<file path="config.mk">
export PLATFORM = sky130hd
export DESIGN_NAME = rca_slice_sequencer
export DESIGN_NICKNAME = d
export VERILOG_FILES = /design/src/rtl/rca_slice_sequencer.sv
export SDC_FILE = /design/constraint.sdc
export NUM_CORES = 1
export LEC_CHECK = 0
export ABC_AREA = 1
export CORE_ASPECT_RATIO = 1.75
export CORE_UTILIZATION = 55
export CTS_BUF_LIST = sky130_fd_sc_hd__clkbuf_16
export CTS_CLUSTER_SIZE = 16
export DETAILED_ROUTE_END_ITERATION = 6
export PLACE_DENSITY = 0.85
export SYNTH_ARGS = -nofsm -noshare
export SYNTH_HDL_FRONTEND = slang
export SYNTH_SLANG_ARGS = --single-unit
</file>
<file path="constraint.sdc">
create_clock -name clk -period 3.9 [get_ports clk]
set_input_delay 0.78 -clock clk [delete_from_list [all_inputs] [get_ports clk]]
set_output_delay 0.78 -clock clk [all_outputs]
set_load 0.01 [all_outputs]
</file>
<file path="src/rtl/rca_slice_sequencer.sv">
// rca_slice_sequencer: WIDTH-bit add/subtract computed over WIDTH/SLICE cycles
// on one SLICE-bit ripple-carry slice, least-significant slice first.
// Ports:
//    clk, rst            clock, synchronous active-high reset
//    in_valid/in_ready   operand handshake (a, b, c_in, sub)
//    out_valid/out_ready result handshake (sum, c_out, overflow)
//    sub=0: a+b+c_in     sub=1: a-b as a+~b+1 (c_out=1 means no borrow)
module rca_slice_sequencer #(
   parameter int WIDTH = 32,
   parameter int SLICE = 4
) (
   input  logic             clk,
   input  logic             rst,
   input  logic             in_valid,
   output logic             in_ready,
   input  logic [WIDTH-1:0] a,
   input  logic [WIDTH-1:0] b,
   input  logic             c_in,
   input  logic             sub,
   output logic             out_valid,
   input  logic             out_ready,
   output logic [WIDTH-1:0] sum,
   output logic             c_out,
   output logic             overflow
);
   localparam int N  = WIDTH / SLICE;
   localparam int IW = (N > 1) ? $clog2(N) : 1;
   typedef enum logic [1:0] {S_IDLE, S_RUN, S_DONE} state_t;
   state_t           r_state, w_next;
   logic [WIDTH-1:0] r_a, r_b, r_sum;
   logic [IW-1:0]    r_idx;
   logic             r_carry, r_cout, r_ovf;
   logic [SLICE-1:0] w_as, w_bs;
   logic [SLICE:0]   w_slice;
   logic             w_last, w_msb_cin;
   assign w_as    = r_a[r_idx*SLICE +: SLICE];
   assign w_bs    = r_b[r_idx*SLICE +: SLICE];
   assign w_slice = {1'b0, w_as} + {1'b0, w_bs} + {{SLICE{1'b0}}, r_carry};
   assign w_last  = r_idx == IW'(N - 1);
   // Carry into the slice's top bit, recovered from its sum bit; on the last
   // slice this is the carry into bit WIDTH-1.
   assign w_msb_cin = w_as[SLICE-1] ^ w_bs[SLICE-1] ^ w_slice[SLICE-1];
   assign sum      = r_sum;
   assign c_out    = r_cout;
   assign overflow = r_ovf;
   always_ff @(posedge clk) begin
      if (rst) r_state <= S_IDLE;
      else     r_state <= w_next;
   end
   always_comb begin
      w_next = (r_state == S_IDLE) ? (in_valid  ? S_RUN  : S_IDLE) :
               (r_state == S_RUN)  ? (w_last    ? S_DONE : S_RUN)  :
                                     (out_ready ? S_IDLE : S_DONE);
   end
   always_comb begin
      in_ready  = r_state == S_IDLE;
      out_valid = r_state == S_DONE;
   end
   always_ff @(posedge clk) begin
      if (rst) begin
         r_a     <= '0;
         r_b     <= '0;
         r_sum   <= '0;
         r_idx   <= '0;
         r_carry <= 1'b0;
         r_cout  <= 1'b0;
         r_ovf   <= 1'b0;
      end else if (r_state == S_IDLE && in_valid) begin
         r_a     <= a;
         r_b     <= sub ? ~b : b;
         r_carry <= sub ? 1'b1 : c_in;
         r_idx   <= '0;
         r_sum   <= '0;
      end else if (r_state == S_RUN) begin
         r_sum[r_idx*SLICE +: SLICE] <= w_slice[SLICE-1:0];
         r_carry <= w_slice[SLICE];
         r_idx   <= r_idx + IW'(1);
         if (w_last) begin
            r_cout <= w_slice[SLICE];
            r_ovf  <= w_msb_cin ^ w_slice[SLICE];
         end
      end
   end
endmodule

</file>
### Word-level counts from Yosys, hierarchy flattened

Cells that the tools add are included.

| operators by class | value |
|---|---|
| divide/modulo/power cells | 0 |
| $lt $le $gt $ge | 0 |
| bitwise gates (word level) | 5 |
| $add $sub $neg | 4 |
| shift operators | 4 |
| reduce and logical (&&, ||, !) cells | 5 |
| multiplexer cells | 10 |
| equality and inequality tests | 3 |
| multipliers | 0 |

Operators with widths:

| operator | count |
|---|---|
| $shiftx 32x6->4 | 2 |
| $neg 5->34 | 1 |
| $shift 4x34->32 const A | 1 |
| $shiftx 4x34->32 | 1 |
| $bwmux 32 | 1 |
| $mux 32 | 1 |
| $not 32->32 | 1 |
| $mux 2 | 4 |
| $add 4x4->5 | 1 |
| $add 5x1->5 | 1 |
| $mux 1 | 4 |
| $add 3x1->3 const B | 1 |
| $eq 3x3->1 const B | 1 |
| $reduce_and 3->1 | 1 |
| $xor 1x1->1 | 3 |
| $eq 2x1->1 const B | 1 |
| $eq 2x2->1 const B | 1 |
| $logic_not 2->1 | 1 |
| $reduce_bool 2->1 | 1 |
| $reduce_or 2->1 | 1 |
| $logic_and 1x1->1 | 1 |
| $not 1->1 | 1 |

| word-level totals | value |
|---|---|
| logic and storage cells | 39 |
| ROM bits | 0 |
| latch bits | 0 |
| bits in writable memories | 0 |
| flip-flop bits (word level) | 104 |
| memories kept | 0 |
| output and inout bits | 36 |
| bits of input ports | 70 |

### Logic depth before layout (Yosys ltp)

| logic depth | value |
|---|---|
| depth after elaboration | 5 |
| depth in mapped cells | 15 |
| mapped depth without buffers | 14 |

### Worst setup path after synthesis

Ideal clock, no wire load.

| timing path | value |
|---|---|
| path type | register to register |
| start point | register r_idx[1] |
| end point | register r_sum[21], in the netlist sum[21] |
| setup slack | 1.445 ns |
| stages on the path, launching flop included | 14 |
| arrival | 2.391 ns |
| path buffers | 2 |
| cells stage by stage | dfxtp_1 -> buf_6 -> clkinv_8 -> buf_2 -> o21ai_0 -> o22ai_1 -> nor2_1 -> nor2_1 -> fa_1 -> inv_1 -> fa_1 -> nor4_1 -> o21ai_0 -> nor2_1 |

| on the way | value |
|---|---|
| word-level cells in the longest chain between the ends | 5 |
| elaborated cells on any way between the ends | 8 |

RTL lines:

| what | RTL line | RTL |
|---|---|---|
| from (decl) | 31 | `logic [IW-1:0] r_idx;` |
| from (signal assigned) | 77 | `r_idx <= r_idx + IW'(1);` |
| $shiftx 32x6->4 (on tied branches) | 36, 37 |  |
| $add 4x4->5 | 38 | `assign w_slice = {1'b0, w_as} + {1'b0, w_bs} + {{SLICE{1'b0}}, r_carry};` |
| $add 5x1->5 | 38 |  |
| $shiftx 4x34->32 | 75 | `r_sum[r_idx*SLICE +: SLICE] <= w_slice[SLICE-1:0];` |
| $bwmux 32 (*) | 75 |  |
| to (signal, indexed assignment) | 75 |  |
| to (decl) | 30 | `logic [WIDTH-1:0] r_a, r_b, r_sum;` |

Every way passes the cells marked *; elsewhere a longest branch is shown, timed or not.
A chain may end at the register's enable or synchronous reset.

### Worst setup path in the final report

| timing path | value |
|---|---|
| start point | register r_idx[1] |
| end point | register r_sum[26], in the netlist sum[26] |

The elaborated chain is that of the path after synthesis.

==> results.toml <==
[outcome]
outcome = "finished clean"

[synth]
post-synth-top-count-cell = "nor2_1"
synth_top_cell_area_share = 0.416
synth_common_cells = "nor2_1 (138), dfxtp_1 (104), o21ai_0 (89), a21oi_1 (45), nand2_1 (32)"
async_flop_share = 0
yosys_most_used_dff = "dfxtp_1"
yosysTopAreaCell = "dfxtp_1"
seq_area_frac_synth = 0.416
synth_enable_flop_cells = 0
ys_types = 42
syn_nets = 712
synthCells = 630
syn-cell-area_mm2 = 0.00501
synth.area.top_cells = "dfxtp_1 (42%), nor2_1 (10%), o21ai_0 (8.9%)"
syn_avg_cell_area_um2 = 7.95
yosys_warnings = 0
ys_ff_latch = 104

[final_layout]
areaGrowthSynthToFinish_pct = 26.1
antenna_cells_inserted = 0
multi_input_area_mm2 = 0.00253
ff_latch_area_mm2 = 0.00208
drive_above_1_share = 0.0783
fill_cells = 694
fin_nets = 793

[floorplanning]
core_region_area_mm2 = 0.00873
die_area_mm2 = 0.00950
start_util = 0.574
die_x_um = 74.1
rows = 45
ios = 106
die_h_um = 128

[place]
hpwl_um = 8600
gp_congestion = 0.903
io_buffers = 105
dp_worst_setup_slack_ns = 0.661

[global_route]
grt_max_degree = 55
antenna_found_initial = 0
grt_pass1_vias = 4303
grt_remaining_overflow = 0
grt_use_total = 0.265
grt_pass1_wl_um = 19400

[clock_tree]
clock_path_buffers = 2
cts_tree = "yes"
holdBufCountCts = 0
cts_resized = 0
numClockSinks = 104
clkLatencyLatePin_ns = 0.35
cts_made_buffers = 9
root_buffer = "clkbuf_16"
clk_pin_slew_ns = 0.07
h-tree-depth = 3
post_cts_buffers = 0

[timing]
finalCritPeriodShare = 0.851
setup_tns_ns = 0
setup_violations = 0
fmax_ghz = 0.301
drv_slew = 0
slew_headroom = 0.398
hold_viol = 0
rsz0062_at_grt = "no"
worst-slew-pin-transition_ns = 0.902
fin_skew_ns = 0.00898
setup_ws_ns = 0.580
min_period_ns = 3.32
whs_ns = 0.454

[setup_path]
cp.required_ns = 4.18
slowest_stage = "dfxtp_1"
start_kind = "flop"
cp_max_fo = 20
crit_top_cell = "nand2_1"
cp-end-kind = "flop"
crit_type = "reg2reg"
cp_slowest_stage_delay_ns = 0.91
arrival_ns = 3.60
crit_chain = "clkinv_8 > a21oi_1 > o21ai_0 > nand2_1 > nor2_1 > a31oi_1 > fa_1 > inv_1 > fa_1 > xnor2_1 > nand2_1 > nor2_1 > nand2_1 > a21oi_1"

[power]
p_leak_nw = 2.49
pwr-share-seq = 0.438
p_int_mw = 1.94
powerDensity_mw_per_mm2 = 434
comb_power_share = 0.219
power_frac_clock = 0.344
switching_share = 0.291
p_switching_uw = 796
ir_drop_mv = 0.308

[drt]
routed-via-count = 4515
drtAntennaViolNets = 0
detail_route.wl_per_cell_um = 14.2
first_pass_iters = 4
drcViolationCount = 0
routed_wl_um = 11800
via_per_inst = 5.43
drt_iter0_markers = 283

[hold_path]
hold_class = "reg2reg"

[job]
drv_cap = 0
-- worst max-delay path, delay by kind of cell (launching register included) --
| family | cells | cell delay (ns) |
|---|---|---|
| xor gates and xnor gates | 1 | 0.22 |
| and+or+nand+nor | 5 | 0.48 |
| adders and majority gates | 2 | 0.65 |
| DFF | 1 | 0.91 |
| buffers and inverters | 2 | 0.31 |
| AOI/OAI and AO/OA | 4 | 0.66 |
-- kinds of logic after synthesis --
kind of cell	after synthesis	share of synthesized area
AND/OR/NAND/NOR	208	0.206
AO/OA/AOI/OAI	192	0.208
flip-flops	104	0.416
buffers and inverters	81	0.0792
XOR/XNOR	33	0.0577
adder cells (fa/ha/maj)	12	0.0330
-- final timing paths --
path,startpoint,endpoint,slack [ns],depth (start not counted)
max,r_idx[1]$_SDFFE_PP0P_,sum[26]$_SDFFE_PP0P_,0.58,14
min,r_b[5]$_SDFFE_PP0P_,r_b[5]$_SDFFE_PP0P_,0.45,2
max reg2reg,r_idx[1]$_SDFFE_PP0P_,sum[26]$_SDFFE_PP0P_,0.58,14
min reg2reg,r_b[5]$_SDFFE_PP0P_,r_b[5]$_SDFFE_PP0P_,0.45,2
-- layer usage --
metal / GRT usage / share of wire
met4: 0.114 / 0.026
met1: 0.285 / 0.38
met3: 0.0456 / 0.040
met2: 0.487 / 0.56
met5: 0 / 0
-- power groups by stage --
stage	Sequential [mW]	Combinational [mW]	Clock [mW]
floorplan	1.20	0.431	0
global placement	1.22	0.572	0
detailed placement	1.22	0.588	0
CTS	1.20	0.596	0.948
global route	1.20	0.666	0.999
finish	1.20	0.599	0.941
-- placed cells by master, fill, tap and decap left out, types with 3 or more instances in the layout --
cell type,count
nor2_8,4
a31oi_1,5
inv_2,9
a21oi_1,45
o22ai_1,14
a211oi_1,11
nand2_4,5
xnor2_1,27
nand4_2,3
o21ai_2,3
clkbuf_16,9
inv_1,32
dfxtp_1,104
nor2_1,138
ha_1,10
xor2_1,6
o21ai_0,89
nand3_1,8
o21ai_1,19
clkdlybuf4s50_1,104
nor3_1,3
nand2_1,32
nand4_1,4
-- area by class of cell --
| type | instances | share of cell area |
|---|---|---|
| Multi-Input combinational cell | 445 | 0.400 |
| Sequential cell | 104 | 0.330 |
| Timing Repair Buffer | 107 | 0.168 |
| Clock buffer | 9 | 0.0357 |
| Inverter | 44 | 0.0297 |
| Tap cell | 117 | 0.0232 |
| Clock inverter | 6 | 0.0135 |
-- flip-flops by register name (all words and copies together), names as in the netlist --
register  flops
r_b          32
r_state       2
sum          32
r_carry       1
r_idx         3
r_a          32
c_out         1
overflow      1
-- metrics by stage --
stage                     total power, mW   util  area [um2]  cells
after floorplan                      1.63      -        5010    630
after global placement               1.79  0.688        6000    817
after detailed placement             1.81  0.688        6000    817
after CTS                            2.74  0.724        6310    832
after global routing                 2.87  0.724        6310    832
final                                2.74  0.724        6310    832
Power figures use the tool's default switching activity.
